<file path="src/rtl/mode_pkg.sv">
// Shared constants and enumerations for the mode sequencer and its users.
package mode_pkg;

  localparam int unsigned NumModesDef = 6;
  localparam int unsigned ModeWDef    = 3;

  typedef enum logic [ModeWDef-1:0] {
    MODE_0,
    MODE_1,
    MODE_2,
    MODE_3,
    MODE_4,
    MODE_5
  } mode_e;

  typedef enum logic [1:0] {
    ACT_NONE,
    ACT_ADV,
    ACT_REV,
    ACT_LOAD
  } act_e;

endpackage

</file>
<file path="src/rtl/sync_debounce.sv">
// Two-flop synchroniser with optional debounce counter and a rising-edge pulse output.
module sync_debounce #(
  parameter int unsigned DEBOUNCE_CYCLES = 4,
  parameter bit          BYPASS          = 1'b0
) (
  input  logic clk_i,
  input  logic rst_ni,
  input  logic async_i,
  output logic rise_o
);

  localparam int unsigned     CntW    = $clog2(DEBOUNCE_CYCLES + 1);
  localparam logic [CntW-1:0] CntLast = CntW'(DEBOUNCE_CYCLES - 1);

  logic [1:0]      sync_q;
  logic            level_q, level_d;
  logic            prev_q;
  logic            out_level;
  logic [CntW-1:0] cnt_q, cnt_d;

  // The sample that completes the stable run flips the level directly.
  always_comb begin
    level_d = level_q;
    cnt_d   = '0;
    if (sync_q[1] != level_q) begin
      if (cnt_q == CntLast) begin
        level_d = sync_q[1];
      end else begin
        cnt_d = cnt_q + 1'b1;
      end
    end
  end

  assign out_level = BYPASS ? sync_q[1] : level_q;
  assign rise_o    = out_level & ~prev_q;

  always_ff @(posedge clk_i or negedge rst_ni) begin
    if (!rst_ni) begin
      sync_q  <= '0;
      level_q <= 1'b0;
      cnt_q   <= '0;
      prev_q  <= 1'b0;
    end else begin
      sync_q  <= {sync_q[0], async_i};
      level_q <= level_d;
      cnt_q   <= cnt_d;
      prev_q  <= out_level;
    end
  end

endmodule

</file>
<file path="src/rtl/mode_sequencer.sv">
// Mode register stepped by debounced presses, reverted through a bounded history stack,
// and directly loadable by firmware.
module mode_sequencer
  import mode_pkg::*;
#(
  parameter int unsigned NUM_MODES       = NumModesDef,
  parameter int unsigned MODE_W          = ModeWDef,
  parameter int unsigned DEBOUNCE_CYCLES = 4,
  parameter int unsigned HIST_DEPTH      = 4,
  parameter int unsigned HIST_W          = 3
) (
  input  logic              clk,
  input  logic              rst,
  input  logic              check,
  input  logic              flick,
  input  logic              load_en,
  input  logic [MODE_W-1:0] load_mode,
  output logic [MODE_W-1:0] mode,
  output logic              mode_changed,
  output logic [HIST_W-1:0] hist_count,
  output logic              hist_empty,
  output logic              load_err
);

  localparam int unsigned       PtrW        = (HIST_DEPTH > 1) ? $clog2(HIST_DEPTH) : 1;
  localparam logic [MODE_W-1:0] LastMode    = MODE_W'(NUM_MODES - 1);
  localparam logic [MODE_W:0]   NumModesExt = (MODE_W + 1)'(NUM_MODES);
  localparam logic [HIST_W-1:0] HistFull    = HIST_W'(HIST_DEPTH);
  localparam logic [PtrW-1:0]   PtrLast     = PtrW'(HIST_DEPTH - 1);

  logic              adv, rev;
  act_e              act;
  logic [MODE_W-1:0] mode_q, mode_d;
  logic              mode_changed_q;
  logic              load_err_q, load_err_d;
  logic [HIST_W-1:0] cnt_q, cnt_d;
  logic [PtrW-1:0]   top_q, top_d, top_inc, top_dec;
  logic              push;
  logic [MODE_W-1:0] stack_q [HIST_DEPTH];

  sync_debounce #(
    .DEBOUNCE_CYCLES(DEBOUNCE_CYCLES),
    .BYPASS         (1'b0)
  ) u_check (
    .clk_i  (clk),
    .rst_ni (rst),
    .async_i(check),
    .rise_o (adv)
  );

  sync_debounce #(
    .DEBOUNCE_CYCLES(1),
    .BYPASS         (1'b1)
  ) u_flick (
    .clk_i  (clk),
    .rst_ni (rst),
    .async_i(flick),
    .rise_o (rev)
  );

  // Lower-priority events in the same cycle are dropped, even when a load is rejected.
  always_comb begin
    if (load_en)  act = ACT_LOAD;
    else if (rev) act = ACT_REV;
    else if (adv) act = ACT_ADV;
    else          act = ACT_NONE;
  end

  assign top_inc = (top_q == PtrLast) ? '0 : top_q + 1'b1;
  assign top_dec = (top_q == '0) ? PtrLast : top_q - 1'b1;

  always_comb begin
    mode_d     = mode_q;
    cnt_d      = cnt_q;
    top_d      = top_q;
    push       = 1'b0;
    load_err_d = 1'b0;
    unique case (act)
      ACT_ADV: begin
        push   = 1'b1;
        mode_d = (mode_q == LastMode) ? '0 : mode_q + 1'b1;
      end
      ACT_REV: begin
        if (cnt_q != '0) begin
          mode_d = stack_q[top_q];
          top_d  = top_dec;
          cnt_d  = cnt_q - 1'b1;
        end else begin
          mode_d = '0;
        end
      end
      ACT_LOAD: begin
        if ({1'b0, load_mode} < NumModesExt) begin
          push   = 1'b1;
          mode_d = load_mode;
        end else begin
          load_err_d = 1'b1;
        end
      end
      default: ;
    endcase
    // A full stack keeps its count; the new top lands on the oldest slot.
    if (push) begin
      top_d = top_inc;
      if (cnt_q != HistFull) cnt_d = cnt_q + 1'b1;
    end
  end

  always_ff @(posedge clk or negedge rst) begin
    if (!rst) begin
      mode_q         <= MODE_W'(MODE_0);
      mode_changed_q <= 1'b0;
      load_err_q     <= 1'b0;
      cnt_q          <= '0;
      top_q          <= '0;
    end else begin
      mode_q         <= mode_d;
      mode_changed_q <= (mode_d != mode_q);
      load_err_q     <= load_err_d;
      cnt_q          <= cnt_d;
      top_q          <= top_d;
    end
  end

  always_ff @(posedge clk) begin
    if (push) stack_q[top_inc] <= mode_q;
  end

  assign mode         = mode_q;
  assign mode_changed = mode_changed_q;
  assign load_err     = load_err_q;
  assign hist_count   = cnt_q;
  assign hist_empty   = (cnt_q == '0);

endmodule

</file>
<file path="config.mk">
export PLATFORM = sky130hd
export DESIGN_NAME = mode_sequencer
export DESIGN_NICKNAME = d
export VERILOG_FILES = /design/src/rtl/mode_pkg.sv /design/src/rtl/sync_debounce.sv /design/src/rtl/mode_sequencer.sv
export SDC_FILE = /design/constraint.sdc
export NUM_CORES = 1
export LEC_CHECK = 0
export CAP_MARGIN = 20
export CORE_MARGIN = 1.5
export CORE_UTILIZATION = 45
export DETAILED_ROUTE_END_ITERATION = 7
export PLACE_DENSITY_LB_ADDON = 0.12
export SYNTH_ARGS = -nofsm -noshare
export SYNTH_HDL_FRONTEND = slang
export SYNTH_HIERARCHICAL = 1
export SYNTH_SLANG_ARGS = --single-unit
</file>
<file path="constraint.sdc">
create_clock -name clk -period 5.2 [get_ports clk]
set_clock_uncertainty 0.15 [all_clocks]
set_input_delay 0.52 -clock clk [delete_from_list [all_inputs] [get_ports clk]]
set_output_delay 0.52 -clock clk [all_outputs]
set_load 0.03 [all_outputs]
</file>
# Word level (Yosys, flattened, before mapping)
# Memory sizes are Yosys's and may differ from the RTL's.
# Cells that the tools add are included.
# classes
n_mux	24
magnitude_cmp	1
bitwise_logic	4
mul	0
add_sub_neg	6
n_div	0
n_eq_ne	9
n_reduce_logical	7
shift	0
# ops
operator	count
$mux W3	9
$mux W2	7
$add A3 B1 Y3 const B	3
$pmux W3 S3	1
$eq A2 B2 Y1 const B	3
$mux W1	6
$reduce_and A2 Y1	2
$reduce_bool A2 Y1	2
$eq A3 B2 Y1 const B	1
$eq A3 B3 Y1 const B	1
$logic_not A3 Y1	1
$lt A3 B3 Y1 const B	1
$ne A3 B3 Y1	1
$ne A3 B3 Y1 const B	1
$reduce_bool A3 Y1	1
$sub A3 B1 Y3 const B	1
$add A2 B1 Y2 const B	1
$and A1 B1 Y1	2
$eq A2 B1 Y1 const B	1
$logic_not A2 Y1	1
$not A1 Y1	2
$pmux W1 S2	1
$sub A2 B1 Y2 const B	1
$ne A1 B1 Y1	1
# word_totals
mem_bits_ro	0
out_inout_bits	9
latch_bits	0
memories	1
wordCells	63
ramBits	12
input_bits	8
register_bits	20
# memory_table
name	depth	word_bits	rd	rd_ports_with_merged_regs	wr	line	rtl
stack_q	4	3	1	0	1	mode_sequencer.sv:39	logic [MODE_W-1:0] stack_q [HIST_DEPTH];

# Longest topological paths before layout
# depth
word_depth	9
ltp_mapped	7
depth_no_buf	7

# Hierarchy
# Netlist, hierarchy kept.
# modules_own_cells
module	area_per_inst_um2	seq_area_each_um2	cells_each	n_inst
mode_sequencer	1282.5	610.6	118	1
sync_debounce at u_check	252.7	175.2	15	1
sync_debounce at u_flick	88.8	75.1	4	1

# Least setup slack after synthesis
# OpenSTA, ideal clock, no wires.
# synth_timing
path_type	register -> register
startpoint	reg mode_q[0] (netlist: mode[0])
endpoint	reg mode_changed_q (netlist: mode_changed)
setup_time_ns	0.139
setup_slack_ns	2.893
n_path_buf	1
required_ns	4.911
path_stages_with_launch	7
arrival_ns	2.018
synth_period_minus_slack_ns	2.307
path_cell_list	dfrtp_1 > buf_4 > or3b_1 > a31oi_1 > a31oi_1 > a32o_2 > or4_1
# synth_via
elab_chain_len	4
elab_cells_between_ends	6
# synth_lines
element	line	rtl
start, declared	mode_sequencer.sv:33	logic [MODE_W-1:0] mode_q, mode_d;
start signal, assigned	mode_sequencer.sv:111	mode_q <= MODE_W'(MODE_0);
start signal, assigned	mode_sequencer.sv:117	mode_q <= mode_d;
$add A3 B1 Y3 or $eq A3 B3 Y1 (tied branches)	mode_sequencer.sv:81	mode_d = (mode_q == LastMode) ? '0 : mode_q + 1'b1;
$mux W3	mode_sequencer.sv:81	
$pmux W3 S3	mode_sequencer.sv:78	unique case (act)
$ne A3 B3 Y1 (*)	mode_sequencer.sv:118	mode_changed_q <= (mode_d != mode_q);
end signal, assigned	mode_sequencer.sv:118	
end, declared	mode_sequencer.sv:34	logic mode_changed_q;
# Mark *: on every way between the ends. The rest lies on a longest branch, timed or not.
# A chain may end at the register's enable or synchronous reset.

# Worst setup path in the final report
# layout_timing
startpoint	reg cnt_q[0] (netlist: hist_count[0])
endpoint	out hist_empty
# layout_via
elab_chain_len	1
# layout_lines
element	line	rtl
start, declared	mode_sequencer.sv:36	logic [HIST_W-1:0] cnt_q, cnt_d;
start signal, assigned	mode_sequencer.sv:120	cnt_q <= cnt_d;
$logic_not A3 Y1	mode_sequencer.sv:133	assign hist_empty = (cnt_q == '0);
end, declared	mode_sequencer.sv:21	output logic hist_empty,
# Every way passes these cells.

==> results <==
- The run finished with clean final reports.
- Setup repair after global routing left no endpoint under its margin.
- The number of nets in the finished design is 171.
- Of the total power, the share spent switching nets is 0.385.
- The tree is rooted in a sky130_fd_sc_hd__clkbuf_4.
- The number of placed instances, taps included, is 192.
- The number of clock buffers added by TritonCTS is 5.
- Overall power consumption after layout is estimated at 981 uW.
- The most prevalent standard cell on the critical path is sky130_fd_sc_hd__inv_1.
- The worst endpoint data arrival time is 2.06 ns.
- Setup violations remaining at the end of the flow were counted as 0.
- The number of flops mapped to enable cells by yosys is 12.
- The flop and latch count out of synthesis is 32.
- The first global-routing pass estimated 4960 um of wire.
- On the worst path, the slowest cell contributes a delay of 0.66 ns.
- The number of iterations in the first detailed-routing pass is 6.
- For this run the aggregate overflow at the end of global routing stands at 0.
- The type of the worst setup path is reg2out.
- The number of nets in the synthesized netlist is 155.
- The wire length reported by the detailed router is 2810 um.
- TritonCTS built the clock tree.
- Setup total negative slack on the finished layout was measured at 0 ns.
- The sequential-to-total area share from yosys stat is 0.530.
- The largest vdd supply drop is 0.194 mV.
- The die width is 63.1 um.
- Clock-pin slew was measured on the worst setup and hold paths at 0.09 ns.
- For this design the ratio of total power to cell area is 527 nW/um^2.
- The synthesized design spends more area on one cell type than any other, namely sky130_fd_sc_hd__dfrtp_1.
- The die covers 3980 um^2.
- Ranked by total cell area, the synthesized netlist is headed by sky130_fd_sc_hd__dfrtp_1 31%, sky130_fd_sc_hd__edfxtp_1 22%, sky130_fd_sc_hd__ha_1 7.7%.
- Of the total power, the clock network draws 0.152.
- Max-cap violations in this run came to 0.
- The most used flip-flop cell after synthesis is sky130_fd_sc_hd__dfrtp_1.
- For this run, the number of standard cells in the final layout without fillers is 200.
- The kind of capture point of the worst setup path is a primary output.
- In this run the count of I/O pins placed on the die edge is 17.
- The required time of the critical path is 4.53 ns.
- The number of hold violations in the final report is 0.
- Walking the worst path, the cells encountered are inv_1 > ha_1 > nand2b_1 > inv_1 > clkdlybuf4s50_1.
- The number of gates resized after CTS is 0.
- The area growth from synthesis to final layout is 14.6%.
- The number of fillers in the final layout is 287.
- The number of warnings issued by yosys is 6.
- For this run, asynchronously set or reset flops after synthesis account for 0.625.
- In the final routed layout, each cell accounts on average for 14.1 um.
- The placed wire-length estimate is 1960 um.
- The detail route stage leaves a number of antenna-violating nets equal to 0.
- The final period demand of the worst path is 2.73 ns.
- Summed over all cells, the static leakage comes to 0.758 nW.
- The final routed DRC violation total is 0.
- The fraction of final layout cells sized beyond drive strength 1 is 0.0974.
- Entering global routing, the biggest net connects 21 pins.
- The largest driver fanout on the critical path is 6.
- The count of unique library cells instantiated by Yosys is 43.
- The initial utilization of the core area, before any placement, comes to 0.479.
- The row count is 21.
- The analysis attributes to net switching a power of 378 uW.
- The cell area that synthesis handed to floorplanning was 1620 um^2.
- STA classifies the critical path startpoint as a register.
- In this run, the number of DRC markers left after iteration 0 of detailed routing was 52.
- The worst max-slew margin expressed relative to the limit is 0.283.
- The total of hold buffers inserted after clock tree synthesis is 0.
- The number of H-tree branching levels is 2.
- The post-CTS repair timing setup buffer count is 0.
- Of the total power, combinational logic draws 0.421.
- The vias per cell is 5.41.
- Timing would allow up to 0.366 GHz.
- The antenna diode count is 0.
- Of the total power, registers draw 0.427.
- The final worst-path cycle share is 0.525.
- Counting every sink on the clock net gives 32.
- The average footprint of a synthesized cell is 11.9 um^2.
- The path class of the tightest hold or removal check is reg2reg.
- The total area inside the core boundary comes to 3390 um^2.
- The height of the chip is 63.1 um.
- The transition time at the pin with the least slew margin is 1.08 ns.
- The initial antenna violation count is 0.
- The via count of the routed design is 1,082.
- Across every metal layer, demand over resource in global routing totals 0.163.
- The final-report max-slew violation count is 0.
- The number of global-route vias before repair is 1,066.
- Of the post-synthesis cell area, the dominant cell type holds 0.308.
- The clock reaches the later pin of the worst-skew pair after 0.34 ns.
- Buffers placed on the I/O ports in this run total 16.
- Routability-driven placement finished with a final weighted congestion of 0.758.
- The slowest stage of the critical path belongs to the cell sky130_fd_sc_hd__clkdlybuf4s50_1.
- The maximum clock path buffer count is 2.
- Internal power comes to 603 uW.
- The gate count of the mapped netlist is 137.
worst paths after layout:
check                           cells past startpoint           endpoint              start  slack (ns)
worst max-delay path                                5         hist_empty      hist_count[0]        2.47
worst max register to register                      6       mode_changed     u_flick/prev_q        2.80
worst min-delay path                                0  u_flick/sync_q[1]  u_flick/sync_q[0]        0.20
min in group asynchronous                           1      hist_count[0]                rst        0.52
max in group asynchronous                           1            mode[1]                rst        3.84
worst min register to register                      0  u_flick/sync_q[1]  u_flick/sync_q[0]        0.20
cell families after synthesis:
| family | Yosys count | synth area share |
|---|---|---|
| flip-flops | 32 | 0.530 |
| multiplexers | 4 | 0.0532 |
| adder cells (fa/ha/maj) | 10 | 0.0770 |
| AO/OA/AOI/OAI | 30 | 0.128 |
| XOR/XNOR | 3 | 0.0162 |
| buffers and inverters | 15 | 0.0431 |
| AND/OR/NAND/NOR | 43 | 0.153 |
routing by layer:
| metal | wire length, um | track usage | up-vias |
|---|---|---|---|
| met5 | 0 | 0 | - |
| met1 | 1330 | 0.220 | 515 |
| met3 | 143 | 0.0500 | 7 |
| li1 | - | - | 530 |
| met4 | 68 | 0.0833 | 0 |
| met2 | 1270 | 0.238 | 30 |
through the flow:
| stage | instance area, um^2 | worst slack, ns | utilization | hold WS, ns |
|---|---|---|---|---|
| global route | 1860 | 2.32 | 0.549 | 0.220 |
| CTS | 1860 | 2.45 | 0.549 | 0.206 |
| detailed placement | 1800 | 2.23 | 0.532 | 0.186 |
| finish | 1860 | 2.47 | 0.549 | 0.205 |
| floorplan | 1620 | 2.89 | - | 0.0744 |
| global placement | 1800 | 2.31 | 0.532 | 0.182 |
worst max-delay path, delay by kind of cell (launching register included):
kind                       cells  cell delay (ns)
buffers and inverters          3             0.84
DFF                            1             0.42
adders and majority gates      1             0.26
and+or+nand+nor                1             0.20
sequential cells by signal, indices dropped and copies added, names as in the netlist:
| name | flops |
|---|---|
| mode_changed | 1 |
| u_check/prev_q | 1 |
| mode | 3 |
| u_flick/prev_q | 1 |
| stack_q | 12 |
| u_check/level_q | 1 |
| u_check/sync_q | 2 |
| u_check/cnt_q | 3 |
| hist_count | 3 |
| load_err | 1 |
| u_flick/sync_q | 2 |
| top_q | 2 |
layout by cell type (no fill, tap or decap), types with 5 or more instances in the layout:
| master | instances |
|---|---|
| sky130_fd_sc_hd__dfrtp_1 | 20 |
| sky130_fd_sc_hd__clkdlybuf4s50_1 | 16 |
| sky130_fd_sc_hd__edfxtp_1 | 12 |
| sky130_fd_sc_hd__nor2_1 | 11 |
| sky130_fd_sc_hd__ha_1 | 10 |
| sky130_fd_sc_hd__nand2_1 | 9 |
| sky130_fd_sc_hd__inv_1 | 8 |
| sky130_fd_sc_hd__a31oi_1 | 8 |
| sky130_fd_sc_hd__nor2b_1 | 6 |
| sky130_fd_sc_hd__a21oi_1 | 5 |
| sky130_fd_sc_hd__clkbuf_4 | 5 |
area by class of cell:
type | instances | area, um^2 | area share
tap | 46 | 57.6 | 0.0309
clock buffer | 8 | 58.8 | 0.0316
timing repair buffer | 16 | 160 | 0.0861
sequential | 32 | 861 | 0.463
multi-input combinational | 90 | 693 | 0.373
inverter | 8 | 30.0 | 0.0161
synth_stat cells (2+ instances only):
master	count
sky130_fd_sc_hd__inv_1	8
sky130_fd_sc_hd__nand2_1	9
sky130_fd_sc_hd__nor2b_1	6
sky130_fd_sc_hd__nor2_1	11
sky130_fd_sc_hd__nand2b_1	3
sky130_fd_sc_hd__o211ai_1	3
sky130_fd_sc_hd__a21oi_1	5
sky130_fd_sc_hd__nor2b_4	2
sky130_fd_sc_hd__nor3_1	2
sky130_fd_sc_hd__dfrtp_1	20
sky130_fd_sc_hd__edfxtp_1	12
sky130_fd_sc_hd__clkbuf_1	2
sky130_fd_sc_hd__xnor2_1	3
sky130_fd_sc_hd__a211oi_1	2
sky130_fd_sc_hd__ha_1	10
sky130_fd_sc_hd__mux4_1	2
sky130_fd_sc_hd__a21boi_0	2
sky130_fd_sc_hd__o21ai_0	2
sky130_fd_sc_hd__a31oi_1	8
sky130_fd_sc_hd__a221oi_1	2
power groups by stage:
stage          clock network (mW)  logic (mW)  registers (mW)
5_1_grt                     0.166       0.462           0.433
3_3_place_gp                    0       0.405           0.422
3_5_place_dp                    0       0.411           0.426
2_1_floorplan                   0       0.285           0.438
4_1_cts                     0.152       0.414           0.421
6_report                    0.149       0.413           0.419
Note: power is estimated with default switching activity, not from simulation.
